### src/rtl/cfg_mgmt_cc_completion_gen.sv
// Type 1 config completion generator: tracks a CQ config request through cfg_mgmt and returns one CC beat.
// Optional cfg_mgmt wait timeout (CRS completion) is enabled by defining CFG_CPL_TIMEOUT_EN.
module cfg_mgmt_cc_completion_gen #(
    parameter int DSP_IF_WIDTH       = 512,
    parameter int DSP_TKEEP_WIDTH    = 16,
    parameter int DSP_CQ_TUSER_WIDTH = 231,
    parameter int DSP_CC_TUSER_WIDTH = 81,
    parameter int TIMEOUT_CYCLES     = 1024
) (
    input  logic                          user_clk,
    input  logic                          user_reset,
    input  logic [DSP_IF_WIDTH-1:0]       dsp_m_axis_cq_tdata,
    input  logic                          dsp_m_axis_cq_tvalid,
    input  logic [DSP_CQ_TUSER_WIDTH-1:0] dsp_m_axis_cq_tuser,
    output logic                          cq_cfg_tready,
    input  logic [1:0]                    select,
    input  logic [3:0]                    req_type,
    input  logic [31:0]                   cfg_mgmt_read_data,
    input  logic                          cfg_mgmt_read_write_done,
    output logic [DSP_IF_WIDTH-1:0]       dsp_s_axis_cc_tdata,
    output logic [DSP_TKEEP_WIDTH-1:0]    dsp_s_axis_cc_tkeep,
    output logic                          dsp_s_axis_cc_tlast,
    output logic [DSP_CC_TUSER_WIDTH-1:0] dsp_s_axis_cc_tuser,
    output logic                          dsp_s_axis_cc_tvalid,
    input  logic                          dsp_s_axis_cc_tready,
    output logic                          cfg_cpl_busy
);

    localparam logic [1:0] IDLE      = 2'd0;
    localparam logic [1:0] WAIT_DONE = 2'd1;
    localparam logic [1:0] SEND_CPL  = 2'd2;

    logic [1:0]  state;
    logic [15:0] req_id;
    logic [7:0]  tag;
    logic [2:0]  tc;
    logic [2:0]  attr;
    logic [2:0]  status;
    logic        is_write;
    logic        has_data;
    logic [31:0] rdata;
    logic        cfg_hit;
    logic        fn_zero;
    logic        expire;
    logic        cc_valid;
    logic [127:0] desc;
    logic        unused_inputs;

    assign cfg_hit = dsp_m_axis_cq_tvalid && (select == 2'b01) && (req_type[3:2] == 2'b10);
    assign fn_zero = (dsp_m_axis_cq_tdata[111:104] == 8'd0);
    assign unused_inputs = ^{dsp_m_axis_cq_tdata, dsp_m_axis_cq_tuser, req_type[0]};

`ifdef CFG_CPL_TIMEOUT_EN
    localparam int CNT_W = (TIMEOUT_CYCLES > 1) ? $clog2(TIMEOUT_CYCLES) : 1;
    logic [CNT_W-1:0] tmo_cnt;

    // Held at zero outside WAIT_DONE, so it always starts from zero on entry.
    always_ff @(posedge user_clk) begin
        if (user_reset || state != WAIT_DONE) begin
            tmo_cnt <= '0;
        end else begin
            tmo_cnt <= tmo_cnt + 1'b1;
        end
    end

    assign expire = (state == WAIT_DONE) && (tmo_cnt == CNT_W'(TIMEOUT_CYCLES - 1));
`else
    logic unused_tmo;
    assign unused_tmo = (TIMEOUT_CYCLES != 0);
    assign expire = 1'b0;
`endif

    assign cq_cfg_tready = ((state == IDLE) && cfg_hit && !fn_zero) ||
                           ((state == WAIT_DONE) && (cfg_mgmt_read_write_done || expire));

    always_ff @(posedge user_clk) begin
        if (user_reset) begin
            state    <= IDLE;
            req_id   <= '0;
            tag      <= '0;
            tc       <= '0;
            attr     <= '0;
            status   <= '0;
            is_write <= 1'b0;
            has_data <= 1'b0;
            rdata    <= '0;
        end else begin
            case (state)
                IDLE: begin
                    if (cfg_hit) begin
                        req_id   <= dsp_m_axis_cq_tdata[95:80];
                        tag      <= dsp_m_axis_cq_tdata[103:96];
                        tc       <= dsp_m_axis_cq_tdata[123:121];
                        attr     <= dsp_m_axis_cq_tdata[126:124];
                        is_write <= req_type[1];
                        has_data <= 1'b0;
                        rdata    <= '0;
                        if (fn_zero) begin
                            status <= 3'b000;
                            state  <= WAIT_DONE;
                        end else begin
                            status <= 3'b001;
                            state  <= SEND_CPL;
                        end
                    end
                end
                WAIT_DONE: begin
                    // done takes priority over a coincident timeout
                    if (cfg_mgmt_read_write_done) begin
                        status   <= 3'b000;
                        has_data <= !is_write;
                        rdata    <= is_write ? 32'd0 : cfg_mgmt_read_data;
                        state    <= SEND_CPL;
                    end else if (expire) begin
                        status   <= 3'b010;
                        has_data <= 1'b0;
                        state    <= SEND_CPL;
                    end
                end
                SEND_CPL: begin
                    if (dsp_s_axis_cc_tready) begin
                        state <= IDLE;
                    end
                end
                default: state <= IDLE;
            endcase
        end
    end

    assign cc_valid = (state == SEND_CPL);

    always_comb begin
        desc          = '0;
        desc[28:16]   = 13'd4;
        desc[42:32]   = {10'd0, has_data};
        desc[45:43]   = status;
        desc[63:48]   = req_id;
        desc[71:64]   = tag;
        desc[91:89]   = tc;
        desc[94:92]   = attr;
        if (has_data) begin
            desc[127:96] = rdata;
        end
    end

    // Beat fields are forced to zero whenever no completion is being offered.
    always_comb begin
        dsp_s_axis_cc_tdata = '0;
        dsp_s_axis_cc_tkeep = '0;
        dsp_s_axis_cc_tuser = '0;
        if (cc_valid) begin
            dsp_s_axis_cc_tdata[127:0] = desc;
            dsp_s_axis_cc_tkeep[3:0]   = has_data ? 4'hF : 4'h7;
            dsp_s_axis_cc_tuser[1:0]   = 2'b01;
            dsp_s_axis_cc_tuser[7:6]   = 2'b01;
            dsp_s_axis_cc_tuser[11:8]  = has_data ? 4'd3 : 4'd2;
        end
    end

    assign dsp_s_axis_cc_tvalid = cc_valid;
    assign dsp_s_axis_cc_tlast  = cc_valid;
    assign cfg_cpl_busy         = (state != IDLE);

endmodule

### config.mk
export PLATFORM = sky130hd
export DESIGN_NAME = cfg_mgmt_cc_completion_gen
export DESIGN_NICKNAME = d
export VERILOG_FILES = /design/src/rtl/cfg_mgmt_cc_completion_gen.sv
export SDC_FILE = /design/constraint.sdc
export NUM_CORES = 1
export LEC_CHECK = 0
export CAP_MARGIN = 20
export CORE_AREA = 3 3 542 544
export DETAILED_ROUTE_END_ITERATION = 8
export DIE_AREA = 0 0 545 547
export GPL_TIMING_DRIVEN = 0
export PLACE_DENSITY = 0.3
export SLEW_MARGIN = 15
export SYNTH_ARGS = -nofsm -noshare
export SYNTH_HDL_FRONTEND = slang
export SYNTH_SLANG_ARGS = --single-unit
### constraint.sdc
create_clock -name user_clk -period 4.78 [get_ports user_clk]
set_clock_uncertainty 0.2 [all_clocks]
set_input_delay 0.478 -clock user_clk [delete_from_list [all_inputs] [get_ports user_clk]]
set_output_delay 0.478 -clock user_clk [all_outputs]
set_load 0.05 [all_outputs]
==> results.json <==
{
  "result_of_the_run": "finished clean",
  "timing.critical_path.from": "state[1]$_SDFFE_PP0P_",
  "endpoint_of_the_worst_slack_reg_to_reg_timing_path": "rdata[21]$_SDFFE_PP0P_",
  "timing.max_cap.violations": 0,
  "postRouteWirelength_mm": 38.2,
  "finalHoldWorstSlack_ns": 0.247,
  "clock_tree_from_tritoncts": "yes",
  "top_usage_layer": "met2",
  "grt_util_met3": 0.0119,
  "grt_start_max_net_pins": 19,
  "slew_at_the_pin_with_the_worst_max_slew_slack_ns": 0.848,
  "setup.worst_path.end_class": "output pin",
  "grt_use_met1": 0.0163,
  "fmax_mhz": 258,
  "syn-mean-instance-area_um2": 7.98,
  "hold_path.class": "reg2reg",
  "initial_utilization": 0.0234,
  "r2r-start": "state[1]$_SDFFE_PP0P_",
  "critPathMaxFanout": 10,
  "switchingPower_w": 0.00129,
  "drc_errors": 0,
  "dr.first_iter.drc_count": 154,
  "syn_area_um2": 6800,
  "cts_buffer_depth": 2,
  "place.port_buffers": 155,
  "wire_per_inst_um": 6.99,
  "grt_pass1_vias": 4970,
  "synthCells": 853,
  "postLayoutSetupSlackWorst_ns": 0.911,
  "clkPwrFrac": 0.258,
  "type_of_the_worst_setup_path": "reg2out",
  "fraction_of_final_layout_cells_with_drive_strength_greater_than_1": 0.368,
  "critPathArrivalTime_ns": 3.19,
  "regToRegSetupSlack_ns": 2.88,
  "reg2reg_depth": 4,
  "grt_setup_unrepaired": "false",
  "die_width_um": 545,
  "timing.final.max_slew_violations": 0,
  "final-hold-violation-count": 0,
  "timing.critical_path.to": "dsp_s_axis_cc_tdata[121]",
  "critical_path_start_type": "flop",
  "p_seq_frac": 0.214,
  "timing.final.crit_share": 0.809,
  "overall_routing_resource_usage": 0.0237,
  "power_w": 0.00264,
  "cell_types_with_the_largest_area_share_after_synthesis": "sky130_fd_sc_hd__buf_4 (60%), sky130_fd_sc_hd__dfxtp_1 (20%), sky130_fd_sc_hd__a22o_1 (4.1%)",
  "required_ns": 4.10,
  "nets": 2340,
  "synth_cell_types": 27,
  "finalWeightedCongestion": 0.635,
  "setup_viol_count_final": 0,
  "cts_made_buffers": 9,
  "first_pass_iters": 4,
  "detailroute.via_count": 5868,
  "numClockSinks": 67,
  "core-area_um2": 290000,
  "worst_setup_hold_path_clk_slew_ns": 0.06,
  "post_drt_via_cell_ratio": 1.07,
  "dp_hpwl_mm": 35.7,
  "post_cts_resized": 0,
  "global_route.usage.met2": 0.0536,
  "area_growth_pct": 129,
  "pwr_density_cell_nw_per_um2": 169,
  "holdBufCountCts": 0,
  "layout.cells.most_common_list": "sky130_fd_sc_hd__buf_4 (546), sky130_fd_sc_hd__conb_1 (536), sky130_fd_sc_hd__clkdlybuf4s50_1 (155)",
  "ys_warn_count": 0,
  "synthDominantCellAreaShare": 0.603,
  "grt.overflow.total": 0,
  "setup_tns_ns": 0,
  "placement_rows": 198,
  "floorplan.die.height_um": 547,
  "root_buffer": "sky130_fd_sc_hd__clkbuf_16",
  "io_pins": 1399,
  "worst_slew_margin_rel": 0.433,
  "layout_commonest_cell": "sky130_fd_sc_hd__buf_4",
  "post_cts.repair.setup_buffers": 0,
  "clock_latency_ns": 0.33,
  "num-fill-cells": 34400,
  "leakagePower_nw": 6.57,
  "antenna_left": 0,
  "post-place-ws_ns": 1.11,
  "ctsHtreeMaxLevel": 3,
  "grt_first_pass_wirelength_mm": 45.5,
  "p_sw_frac": 0.490,
  "cell_internal_pwr_w": 0.00135,
  "post_synthesis_sequential_area_ratio": 0.197,
  "comb_power_share": 0.528,
  "fp.dieArea_um2": 298000,
  "antenna_found_initial": 33,
  "finalWorstPathRequiredPeriod_ns": 3.87,
  "vdd.ir_drop.worst_mv": 0.159,
  "ys_ff_latch": 67,
  "post-synth-top-area-cell": "sky130_fd_sc_hd__buf_4"
}
-- area by class of cell --
type / count / area [um2] / share of cell area
clock inverter: 5 / 53.8 / 0.00346
timing repair buffer: 155 / 1550 / 0.0997
sequential: 67 / 1340 / 0.0862
antenna: 9 / 22.5 / 0.00145
clock buffer: 10 / 239 / 0.0154
tap: 3900 / 4880 / 0.314
multi-input combinational: 746 / 3230 / 0.207
inverter: 1 / 3.75 / 0.000241
buffer: 574 / 4240 / 0.273
-- worst min-delay path by stage --
stage | from | end | slack [ns] | cells after the start
after floorplan | status[0]$_SDFFE_PP0P_ | status[0]$_SDFFE_PP0P_ | 0.22 | 1
after global placement | tag[0]$_SDFFE_PP0P_ | tag[0]$_SDFFE_PP0P_ | 0.24 | 2
after detailed placement | tag[2]$_SDFFE_PP0P_ | tag[2]$_SDFFE_PP0P_ | 0.24 | 2
after CTS | tag[2]$_SDFFE_PP0P_ | tag[2]$_SDFFE_PP0P_ | 0.25 | 2
after global routing | req_id[13]$_SDFFE_PP0P_ | req_id[13]$_SDFFE_PP0P_ | 0.27 | 2
final | tag[2]$_SDFFE_PP0P_ | tag[2]$_SDFFE_PP0P_ | 0.25 | 2
-- power groups by stage --
stage	combinational, W	sequential (W)	clock, W
floorplan	0.00128	0.000575	0
global placement	0.00136	0.000576	0
detailed placement	0.00136	0.000576	0
CTS	0.00137	0.000563	0.000708
global route	0.00145	0.000564	0.000730
finish	0.00139	0.000564	0.000680
-- worst max-delay path, cell delays in order, from the launching register on --
cell	delay [ns]
sky130_fd_sc_hd__dfxtp_1	0.39
sky130_fd_sc_hd__nor2b_1	0.23
sky130_fd_sc_hd__clkbuf_1	0.58
sky130_fd_sc_hd__clkbuf_1	0.49
sky130_fd_sc_hd__and3_1	0.28
sky130_fd_sc_hd__clkdlybuf4s50_1	0.87
-- per-stage QoR --
| step | instances | cell area, um2 | util |
|---|---|---|---|
| finish | 5467 | 15600 | 0.0536 |
| global route | 5458 | 15500 | 0.0536 |
| CTS | 5458 | 15500 | 0.0536 |
| detailed placement | 5443 | 15200 | 0.0525 |
| global placement | 5443 | 15200 | 0.0525 |
| floorplan | 1388 | 8810 | - |
-- Yosys cell counts --
library cell,number
sky130_fd_sc_hd__a2bb2oi_1,1
sky130_fd_sc_hd__dfxtp_1,67
sky130_fd_sc_hd__and3b_1,1
sky130_fd_sc_hd__a31oi_1,1
sky130_fd_sc_hd__clkbuf_1,19
sky130_fd_sc_hd__nor3_2,1
sky130_fd_sc_hd__buf_2,5
sky130_fd_sc_hd__nand3_2,1
sky130_fd_sc_hd__a21o_1,1
sky130_fd_sc_hd__inv_1,1
sky130_fd_sc_hd__nand2b_1,1
sky130_fd_sc_hd__a22o_1,32
sky130_fd_sc_hd__nor4_1,2
sky130_fd_sc_hd__o2bb2ai_1,1
sky130_fd_sc_hd__or2_2,1
sky130_fd_sc_hd__buf_6,4
sky130_fd_sc_hd__nor3_1,1
sky130_fd_sc_hd__nor2_1,1
sky130_fd_sc_hd__and4bb_1,1
sky130_fd_sc_hd__buf_4,546
sky130_fd_sc_hd__a21oi_1,31
sky130_fd_sc_hd__nand3b_1,2
sky130_fd_sc_hd__and2_1,32
sky130_fd_sc_hd__nor2b_1,1
sky130_fd_sc_hd__conb_1,1
sky130_fd_sc_hd__and3_1,33
sky130_fd_sc_hd__nand2_1,65
-- cell families (layout without fill, tap and decap cells) --
group,Yosys count,in the layout,share of synthesized area
flops,67,67,0.197
buf+inv,575,745,0.624
simple gates,143,143,0.110
compound gates,67,67,0.0686
other cells,1,545,0.000551
-- flip-flops by register name, summed over array words and instances (netlist names) --
signal and flops:
rdata 32, req_id 16, tag 8, attr 3
tc 3, state 2, has_data 1, is_write 1
status 1
-- layer usage --
layer	share of wire	routed length, um
met1	0.23	8970
met3	0.15	5570
met5	0.0011	41
met2	0.60	23100
met4	0.014	529
No activity file was read; power rests on OpenSTA's default activity.
